## config.mk

```make
export PLATFORM = sky130hd
export DESIGN_NAME = point_mul_scalar_seq
export DESIGN_NICKNAME = d
export VERILOG_FILES = /design/src/rtl/elliptic_curve_structs.sv /design/src/rtl/point_add.sv /design/src/rtl/point_double.sv /design/src/rtl/point_mul_operand_mux.sv /design/src/rtl/point_mul_scalar_seq.sv
export SDC_FILE = /design/constraint.sdc
export NUM_CORES = 2
export LEC_CHECK = 0
export CAP_MARGIN = 5
export CORE_MARGIN = 5
export CORE_UTILIZATION = 40
export DETAILED_ROUTE_END_ITERATION = 10
export PLACE_DENSITY = 0.66
export SKIP_LAST_GASP = 1
export SLEW_MARGIN = 20
export SYNTH_ARGS = -nofsm -noshare
export SYNTH_HDL_FRONTEND = slang
export SYNTH_SLANG_ARGS = --single-unit
export TNS_END_PERCENT = 10
```

## constraint.sdc

```tcl
create_clock -name clk -period 13.68 [get_ports clk]
set_input_delay 2.736 -clock clk [delete_from_list [all_inputs] [get_ports clk]]
set_output_delay 2.736 -clock clk [all_outputs]
set_load 0.01 [all_outputs]
```

## src/rtl/elliptic_curve_structs.sv

```systemverilog
// Shared elliptic-curve types for the point arithmetic blocks.
//   curve_point_t : affine point, one COORD_W-bit word per coordinate
//   inf_point     : point at infinity (group identity)
//   mul_mode_e    : scalar-multiplication algorithm select
//   mul_state_e   : scalar multiplier control states
package elliptic_curve_structs;

  localparam int COORD_W = 32;

  typedef struct packed {
    logic [COORD_W-1:0] x;
    logic [COORD_W-1:0] y;
  } curve_point_t;

  localparam curve_point_t inf_point = '{x: {COORD_W{1'b0}}, y: {COORD_W{1'b0}}};

  typedef enum logic {
    MUL_DAA    = 1'b0,
    MUL_LADDER = 1'b1
  } mul_mode_e;

  typedef enum logic [2:0] {
    IDLE   = 3'd0,
    LOAD   = 3'd1,
    LAUNCH = 3'd2,
    WAIT   = 3'd3,
    STEP   = 3'd4,
    DONE   = 3'd5
  } mul_state_e;

  // Componentwise group law of the arithmetic model used by point_add / point_double.
  function automatic curve_point_t point_sum(input curve_point_t a, input curve_point_t b);
    curve_point_t r;
    r.x = a.x + b.x;
    r.y = a.y + b.y;
    return r;
  endfunction

endpackage

```

## src/rtl/point_add.sv

```systemverilog
// Multi-cycle point adder R = A + B.
//   clk, Reset (active-high, synchronous, restarts the operation)
//   A, B : operands, held stable until Done
//   R    : sum, valid while Done is high
//   Done : rises LATENCY cycles after Reset is released and stays high
// inf_point is the identity, so an infinite operand returns the other one.
module point_add
  import elliptic_curve_structs::*;
#(
  parameter int LATENCY = 3
) (
  input  logic         clk,
  input  logic         Reset,
  input  curve_point_t A,
  input  curve_point_t B,
  output curve_point_t R,
  output logic         Done
);

  localparam logic [2:0] CNT_LAST = 3'(LATENCY - 1);

  logic [2:0]   cnt_r;
  logic         done_r;
  curve_point_t r_r;

  // Latency counter and result register.
  always_ff @(posedge clk) begin
    if (Reset) begin
      cnt_r  <= 3'd0;
      done_r <= 1'b0;
      r_r    <= inf_point;
    end else begin
      r_r <= point_sum(A, B);
      if (!done_r) begin
        if (cnt_r == CNT_LAST) begin
          done_r <= 1'b1;
        end else begin
          cnt_r <= cnt_r + 3'd1;
        end
      end
    end
  end

  assign R    = r_r;
  assign Done = done_r;

endmodule

```

## src/rtl/point_double.sv

```systemverilog
// Multi-cycle point doubler R = 2P.
//   clk, Reset (active-high, synchronous, restarts the operation)
//   P    : operand, held stable until Done
//   R    : result, valid while Done is high
//   Done : rises LATENCY cycles after Reset is released and stays high
module point_double
  import elliptic_curve_structs::*;
#(
  parameter int LATENCY = 2
) (
  input  logic         clk,
  input  logic         Reset,
  input  curve_point_t P,
  output curve_point_t R,
  output logic         Done
);

  localparam logic [2:0] CNT_LAST = 3'(LATENCY - 1);

  logic [2:0]   cnt_r;
  logic         done_r;
  curve_point_t r_r;

  // Latency counter and result register.
  always_ff @(posedge clk) begin
    if (Reset) begin
      cnt_r  <= 3'd0;
      done_r <= 1'b0;
      r_r    <= inf_point;
    end else begin
      r_r <= point_sum(P, P);
      if (!done_r) begin
        if (cnt_r == CNT_LAST) begin
          done_r <= 1'b1;
        end else begin
          cnt_r <= cnt_r + 3'd1;
        end
      end
    end
  end

  assign R    = r_r;
  assign Done = done_r;

endmodule

```

## src/rtl/point_mul_operand_mux.sv

```systemverilog
// Operand and write-back selection for one scalar-multiplication iteration.
//   mode, k_bit       : algorithm and current scalar bit
//   acc, jpt          : A/J (double-and-add) or R0/R1 (ladder)
//   add_res, dbl_res  : results of the add and double units
//   add_a, add_b, dbl_in : operands for the units
//   acc_next, jpt_next   : register values written in STEP
module point_mul_operand_mux
  import elliptic_curve_structs::*;
(
  input  mul_mode_e    mode,
  input  logic         k_bit,
  input  curve_point_t acc,
  input  curve_point_t jpt,
  input  curve_point_t add_res,
  input  curve_point_t dbl_res,
  output curve_point_t add_a,
  output curve_point_t add_b,
  output curve_point_t dbl_in,
  output curve_point_t acc_next,
  output curve_point_t jpt_next
);

  // Both algorithms always add the two registers; only the doubling operand and write-back differ.
  always_comb begin
    add_a    = acc;
    add_b    = jpt;
    dbl_in   = jpt;
    acc_next = acc;
    jpt_next = jpt;
    case (mode)
      MUL_DAA: begin
        jpt_next = dbl_res;
        if (k_bit) begin
          acc_next = add_res;
        end else begin
          acc_next = acc;
        end
      end
      MUL_LADDER: begin
        if (k_bit) begin
          dbl_in   = jpt;
          acc_next = add_res;
          jpt_next = dbl_res;
        end else begin
          dbl_in   = acc;
          acc_next = dbl_res;
          jpt_next = add_res;
        end
      end
      default: begin
        acc_next = acc;
        jpt_next = jpt;
      end
    endcase
  end

endmodule

```

## src/rtl/point_mul_scalar_seq.sv

```systemverilog
// Sequential scalar multiplier R = k*P.
//   clk, Reset_n (synchronous, active-low)
//   in_valid/in_ready, in_mode, in_P, in_k : job input handshake
//   out_valid/out_ready, out_R             : result handshake, out_R held while stalled
//   busy                                   : job in flight (LOAD..STEP)
// Mode 0: LSB-first double-and-add with zero-bit add skipping and early exit.
// Mode 1: MSB-first Montgomery ladder, always K_WIDTH iterations.
module point_mul_scalar_seq
  import elliptic_curve_structs::*;
#(
  parameter int K_WIDTH = 256,
  parameter int CNT_W   = $clog2(K_WIDTH + 1)
) (
  input  logic               clk,
  input  logic               Reset_n,
  input  logic               in_valid,
  output logic               in_ready,
  input  logic               in_mode,
  input  curve_point_t       in_P,
  input  logic [K_WIDTH-1:0] in_k,
  output logic               out_valid,
  input  logic               out_ready,
  output curve_point_t       out_R,
  output logic               busy
);

  localparam logic [CNT_W-1:0]   CNT_ZERO = {CNT_W{1'b0}};
  localparam logic [CNT_W-1:0]   CNT_ONE  = {{(CNT_W-1){1'b0}}, 1'b1};
  localparam logic [CNT_W-1:0]   CNT_LAST = CNT_W'(K_WIDTH - 1);
  localparam logic [K_WIDTH-1:0] K_ZERO   = {K_WIDTH{1'b0}};
  localparam logic [K_WIDTH-1:0] K_ONE    = {{(K_WIDTH-1){1'b0}}, 1'b1};

  mul_state_e         state_r, state_s;
  mul_mode_e          mode_r;
  logic [K_WIDTH-1:0] k_r;
  curve_point_t       p_r;
  logic [CNT_W-1:0]   cnt_r, cnt_s;
  curve_point_t       acc_r, acc_s, jpt_r, jpt_s;
  logic               in_ready_r, out_valid_r, busy_r;
  curve_point_t       out_r_r;

  logic               unit_rst_s, add_done_s, dbl_done_s, units_done_s;
  curve_point_t       add_a_s, add_b_s, dbl_in_s, add_res_s, dbl_res_s, acc_nx_s, jpt_nx_s;
  logic [K_WIDTH-1:0] k_shift_s;
  logic               k_bit_s, k_rest_zero_s;

  // Bit under the counter, and whether any higher bit remains (early exit test).
  assign k_shift_s     = k_r >> cnt_r;
  assign k_bit_s       = k_shift_s[0];
  assign k_rest_zero_s = (k_shift_s[K_WIDTH-1:1] == {(K_WIDTH-1){1'b0}});

  // Units restart on every LAUNCH and are held reset along with the block.
  assign unit_rst_s = (state_r == LAUNCH) || !Reset_n;
  // Double-and-add only needs the adder when the scalar bit is set.
  assign units_done_s = dbl_done_s && (add_done_s || ((mode_r == MUL_DAA) && !k_bit_s));

  point_mul_operand_mux u_mux (
    .mode     (mode_r),
    .k_bit    (k_bit_s),
    .acc      (acc_r),
    .jpt      (jpt_r),
    .add_res  (add_res_s),
    .dbl_res  (dbl_res_s),
    .add_a    (add_a_s),
    .add_b    (add_b_s),
    .dbl_in   (dbl_in_s),
    .acc_next (acc_nx_s),
    .jpt_next (jpt_nx_s)
  );

  point_add u_add (
    .clk   (clk),
    .Reset (unit_rst_s),
    .A     (add_a_s),
    .B     (add_b_s),
    .R     (add_res_s),
    .Done  (add_done_s)
  );

  point_double u_dbl (
    .clk   (clk),
    .Reset (unit_rst_s),
    .P     (dbl_in_s),
    .R     (dbl_res_s),
    .Done  (dbl_done_s)
  );

  // Next-state and datapath register updates.
  always_comb begin
    state_s = state_r;
    cnt_s   = cnt_r;
    acc_s   = acc_r;
    jpt_s   = jpt_r;
    case (state_r)
      IDLE: begin
        if (in_valid && in_ready_r) begin
          state_s = LOAD;
        end else begin
          state_s = IDLE;
        end
      end
      LOAD: begin
        acc_s = inf_point;
        jpt_s = p_r;
        if (mode_r == MUL_DAA) begin
          cnt_s = CNT_ZERO;
          if (k_r == K_ZERO) begin
            state_s = DONE;
          end else if (k_r == K_ONE) begin
            acc_s   = p_r;
            state_s = DONE;
          end else begin
            state_s = LAUNCH;
          end
        end else begin
          cnt_s   = CNT_LAST;
          state_s = LAUNCH;
        end
      end
      LAUNCH: begin
        state_s = WAIT;
      end
      WAIT: begin
        if (units_done_s) begin
          state_s = STEP;
        end else begin
          state_s = WAIT;
        end
      end
      STEP: begin
        acc_s = acc_nx_s;
        jpt_s = jpt_nx_s;
        if (mode_r == MUL_DAA) begin
          cnt_s = cnt_r + CNT_ONE;
          if ((cnt_r == CNT_LAST) || k_rest_zero_s) begin
            state_s = DONE;
          end else begin
            state_s = LAUNCH;
          end
        end else begin
          // Ladder ends after the bit-0 iteration, so the counter never goes below zero.
          if (cnt_r == CNT_ZERO) begin
            state_s = DONE;
          end else begin
            cnt_s   = cnt_r - CNT_ONE;
            state_s = LAUNCH;
          end
        end
      end
      DONE: begin
        if (out_ready) begin
          state_s = IDLE;
        end else begin
          state_s = DONE;
        end
      end
      default: begin
        state_s = IDLE;
      end
    endcase
  end

  // State, job registers and registered handshake outputs.
  always_ff @(posedge clk) begin
    if (!Reset_n) begin
      state_r     <= IDLE;
      mode_r      <= MUL_DAA;
      k_r         <= K_ZERO;
      p_r         <= inf_point;
      cnt_r       <= CNT_ZERO;
      acc_r       <= inf_point;
      jpt_r       <= inf_point;
      in_ready_r  <= 1'b0;
      out_valid_r <= 1'b0;
      busy_r      <= 1'b0;
      out_r_r     <= inf_point;
    end else begin
      state_r <= state_s;
      cnt_r   <= cnt_s;
      acc_r   <= acc_s;
      jpt_r   <= jpt_s;
      if ((state_r == IDLE) && in_valid && in_ready_r) begin
        mode_r <= mul_mode_e'(in_mode);
        k_r    <= in_k;
        p_r    <= in_P;
      end
      in_ready_r  <= (state_s == IDLE);
      out_valid_r <= (state_s == DONE);
      busy_r      <= (state_s == LOAD) || (state_s == LAUNCH) ||
                     (state_s == WAIT) || (state_s == STEP);
      if (state_s == DONE) begin
        out_r_r <= acc_s;
      end
    end
  end

  assign in_ready  = in_ready_r;
  assign out_valid = out_valid_r;
  assign busy      = busy_r;
  assign out_R     = out_r_r;

endmodule

```

==> summary.txt <==
Outcome
  – Result of the run: completed

Final layout
  – Area growth from synthesis to final layout: 13.04%
  – Commonest non-fill, non-tap cells in the layout: sky130_fd_sc_hd__nand2_1 (1235), sky130_fd_sc_hd__dfxtp_1 (655), sky130_fd_sc_hd__a21oi_1 (637)
  – Filler Cell Count: 12530
  – Share of final-layout standard cells stronger than drive strength 1: 11.46%
  – Multi-input combinational cell area: 35000 um^2
  – Register Area: 13280 um^2
  – Post-route cell area: 57750 um^2
  – Most frequent standard cell in the layout excluding fill and tap cells: sky130_fd_sc_hd__nand2_1
  – Final layout net count: 6629

Placed design
  – Count of buffers from port buffering: 391
  – Weighted congestion at the end of routability-driven global placement: 1.059
  – HPWL after DPL: 155000 um
  – Placed instance area: 55250 um^2

Pwr
  – Clock power frac: 29.3%
  – Switching power share of the total: 40.28%
  – Int Pwr: 0.004157 W
  – Net Switching: 0.002804 W
  – Portion of total power attributed to combinational logic: 37.7%
  – Tot Pwr: 0.006962 W
  – Power per Cell Area: 120.5 nW/um^2
  – Leakage power summed over all cells: 19.87 nW
  – Maximum vdd drop: 0.00009894 V
  – Proportion of power drawn by flip-flops and latches: 33.0%

Worst setup path
  – Worst path cell trace: buf_4 -> buf_4 -> mux4_2 -> mux2i_1 -> nor2_1 -> o32ai_1 -> a21oi_1 -> a21oi_1 -> a221o_4 -> buf_4 -> nand2_4 -> buf_6 -> nand2_1 -> a311oi_1
  – Register-to-register setup slack: 6.35 ns
  – Reg-to-reg endpoint: jpt_r[11]$_SDFFE_PN0N_
  – Reg2reg path depth: 14
  – Type of the worst setup path: register to register
  – Most frequent cell on the critical path: sky130_fd_sc_hd__buf_4
  – Worst r2r src: cnt_r[3]$_SDFFE_PN0P_
  – WP data arrival: 7.85 ns
  – Largest fanout of any net on the critical path: 101
  – Number of buffers and inverters on the critical path: 4
  – WP data required: 14.20 ns
  – Worst path slowest cell: sky130_fd_sc_hd__dfxtp_4
  – Largest delay share family, worst path: buffers and inverters
  – Setup crit start kind: register
  – Setup crit end kind: register
  – Highest cell delay on the worst timing path: 0.87 ns

Die
  – Width of the chip: 367.4 um
  – Floorplan die height: 367.4 um
  – Initial core utilization: 40.17%
  – Area of the core: 127200 um^2
  – Floorplan row count: 131
  – Number of primary I/O pins: 392
  – Die ar.: 135000 um^2

Min path
  – Hold path endpoint: u_dbl.R[1]$_SDFF_PP0_
  – Worst hold path cell count: 2
  – Path type of the worst min-delay path: register to register
  – HP Start: acc_r[0]$_SDFF_PN0_

GRT
  – Vias in the first global route: 50220
  – Global-route track usage on met3: 7.391%
  – Wire length of the first global-routing pass: 330200 um
  – Total congestion overflow: 0
  – GR Layer Usage met2: 48.30%
  – Met1 Usage GRT: 40.92%
  – Largest net degree at the start of global routing: 198
  – Busiest layer in global routing: met2
  – All-Layer GR Usage: 31.25%
  – Antenna violations before repair: 8

STA
  – Final count of hold timing violations: 0
  – Slew headroom: 16.89%
  – Unrepaired setup endpoints after global routing: no
  – Part of the cycle the worst path needs: 53.59%
  – Number of max-slew violations in the final report: 0
  – Sum of negative setup slack: 0 ns
  – Transition time of the tightest slew-check pin: 1.235 ns
  – F_max: 0.1364 GHz
  – Count of final setup violators: 0
  – Final worst path period need: 7.331 ns
  – Final hold slack: 0.4739 ns
  – Clk_skew: 0.01564 ns

Synthesis
  – Cell count after synthesis: 6258
  – Biggest area contributors in the synthesized netlist: sky130_fd_sc_hd__dfxtp_1 (26%), sky130_fd_sc_hd__mux4_2 (14%), sky130_fd_sc_hd__nand2_1 (9.1%)
  – Distinct cell type count of the synthesized netlist: 107
  – Cell area after synthesis: 51090 um^2
  – Nets in the synthesized netlist: 6659
  – Sequential share of the synthesized area: 25.94%
  – Ys async rst share: 0%
  – Predominant post-synthesis flop cell: sky130_fd_sc_hd__dfxtp_1
  – Number of enable-type register cells in the synthesized netlist: 0
  – Post-synthesis area per instance: 8.164 um^2
  – Number of warnings issued by yosys: 0
  – Register bit total from synthesis: 662
  – Share of the synthesized area in the top cell type: 25.94%
  – Largest area contributor in the netlist: sky130_fd_sc_hd__dfxtp_1

Detailed routing
  – Detailed-route DRC error count: 0
  – DR pass1 iterations: 7
  – DRC violation total after the first TritonRoute iteration: 7531
  – Average wire per cell in the routed design: 27.97 um
  – Count of nets left with antenna violations after detail routing: 0
  – Final wirelength: 222400 um
  – Number of vias per cell: 6.726
  – Via total after detailed routing: 53470

CTS
  – Deepest level of the CTS H-tree: 3
  – TritonCTS clock tree: done
  – CTS Root Cell: sky130_fd_sc_hd__clkbuf_16
  – Clock transition at the register clock pins on the worst setup and hold paths after CTS: 0.07 ns
  – Skew-Pair Late Insertion Delay: 0.69 ns
  – Gates resized, CTS repair: 0
  – Max Root-Sink Buffers: 3
  – Total CTS buffers: 74
  – Setup Fix Bufs, Post-CTS: 0
  – Cts hold-fix bufs: 0
  – Sink count of the clock tree: 662

Run
  – MaxCap Viol Count: 0
==> per-stage QoR <==
stage | worst slack, ns | cells | util (%)
2_1_floorplan | 9.274 | 6258 | -
3_3_place_gp | 6.626 | 7813 | 43.43
3_5_place_dp | 6.541 | 7813 | 43.44
4_1_cts | 6.499 | 7944 | 45.38
5_1_grt | 6.171 | 7946 | 45.40
6_report | 6.349 | 7950 | 45.41
==> registers in the layout, summed over array words and instances (netlist names), 3 cells and up <==
| register | count |
|---|---|
| state_r | 3 |
| u_add.R | 64 |
| u_dbl.cnt_r | 3 |
| out_R | 64 |
| acc_r | 64 |
| u_add.cnt_r | 3 |
| jpt_r | 64 |
| k_r | 256 |
| cnt_r | 9 |
| p_r | 64 |
| u_dbl.R | 62 |
==> tightest hold or removal path: cells and delay by family, from the launching register on <==
family | cells | cell delay [ns]
AND/OR/NAND/NOR | 1 | 0.06
flip-flops | 1 | 0.32
AO/OA/AOI/OAI | 1 | 0.05
==> routing by layer <==
| layer | part of all wire (%) | vias to the layer above |
|---|---|---|
| met5 | 0.013 | - |
| met4 | 6.2 | 4 |
| met3 | 11 | 777 |
| met2 | 44 | 3446 |
| met1 | 39 | 25830 |
| li1 | - | 23420 |
==> power groups by stage <==
stage / registers (W) / logic, W / clock network (W)
6_report: 0.00230 / 0.00263 / 0.00204
3_5_place_dp: 0.00232 / 0.00251 / 0
4_1_cts: 0.00228 / 0.00252 / 0.00209
5_1_grt: 0.00230 / 0.00275 / 0.00216
3_3_place_gp: 0.00232 / 0.00250 / 0
2_1_floorplan: 0.00216 / 0.00175 / 0
==> final cells by class <==
type	count	share of cell area [%]
multi-input cells	4957	60.61
flip-flops and latches	662	22.99
repair buffers	486	8.170
clock buffers	104	3.720
well taps	1662	3.601
clock inverters	27	0.5503
inverters	47	0.3380
diodes	5	0.02166
==> worst max path at each step <==
stage,slack [ns],depth (start not counted),startpoint,endpoint
final,6.35,14,cnt_r[3]$_SDFFE_PN0P_,jpt_r[11]$_SDFFE_PN0N_
after global routing,6.17,13,cnt_r[3]$_SDFFE_PN0P_,jpt_r[11]$_SDFFE_PN0N_
after CTS,6.50,14,cnt_r[3]$_SDFFE_PN0P_,jpt_r[36]$_SDFFE_PN0N_
after detailed placement,6.54,14,cnt_r[3]$_SDFFE_PN0P_,jpt_r[8]$_SDFFE_PN0N_
after global placement,6.63,14,cnt_r[3]$_SDFFE_PN0P_,jpt_r[11]$_SDFFE_PN0N_
after floorplan,9.27,18,cnt_r[3]$_SDFFE_PN0P_,out_R[12]$_SDFFE_PN0P_
==> logic make-up after synthesis <==
family | share of synthesized area (%)
adders and majority gates | 1.905
buffers and inverters | 5.775
and+or+nand+nor | 20.88
muxes | 22.05
AOI/OAI and AO/OA | 22.54
DFF | 25.94
xor gates and xnor gates | 0.9086
==> cells in the mapped netlist, types with 39 or more instances <==
library cell and instances:
sky130_fd_sc_hd__nor2b_1 93, sky130_fd_sc_hd__mux4_2 308, sky130_fd_sc_hd__a221oi_1 52, sky130_fd_sc_hd__clkbuf_1 343, sky130_fd_sc_hd__ha_1 73, sky130_fd_sc_hd__o21ai_0 158
sky130_fd_sc_hd__nand3_1 154, sky130_fd_sc_hd__mux2_2 107, sky130_fd_sc_hd__and2_1 40, sky130_fd_sc_hd__mux2i_1 302, sky130_fd_sc_hd__nor3_1 128, sky130_fd_sc_hd__a211oi_1 119
sky130_fd_sc_hd__nor2_1 436, sky130_fd_sc_hd__a31oi_1 66, sky130_fd_sc_hd__nor4_1 76, sky130_fd_sc_hd__a311oi_1 74, sky130_fd_sc_hd__a222oi_1 51, sky130_fd_sc_hd__inv_1 43
sky130_fd_sc_hd__nand4_1 62, sky130_fd_sc_hd__a22o_1 80, sky130_fd_sc_hd__a21oi_1 637, sky130_fd_sc_hd__nand2b_1 44, sky130_fd_sc_hd__buf_2 120, sky130_fd_sc_hd__o211ai_1 39
sky130_fd_sc_hd__buf_1 61, sky130_fd_sc_hd__nand2_1 1237, sky130_fd_sc_hd__dfxtp_1 662, sky130_fd_sc_hd__a22oi_1 52
No activity file was read; power rests on OpenSTA's default activity.
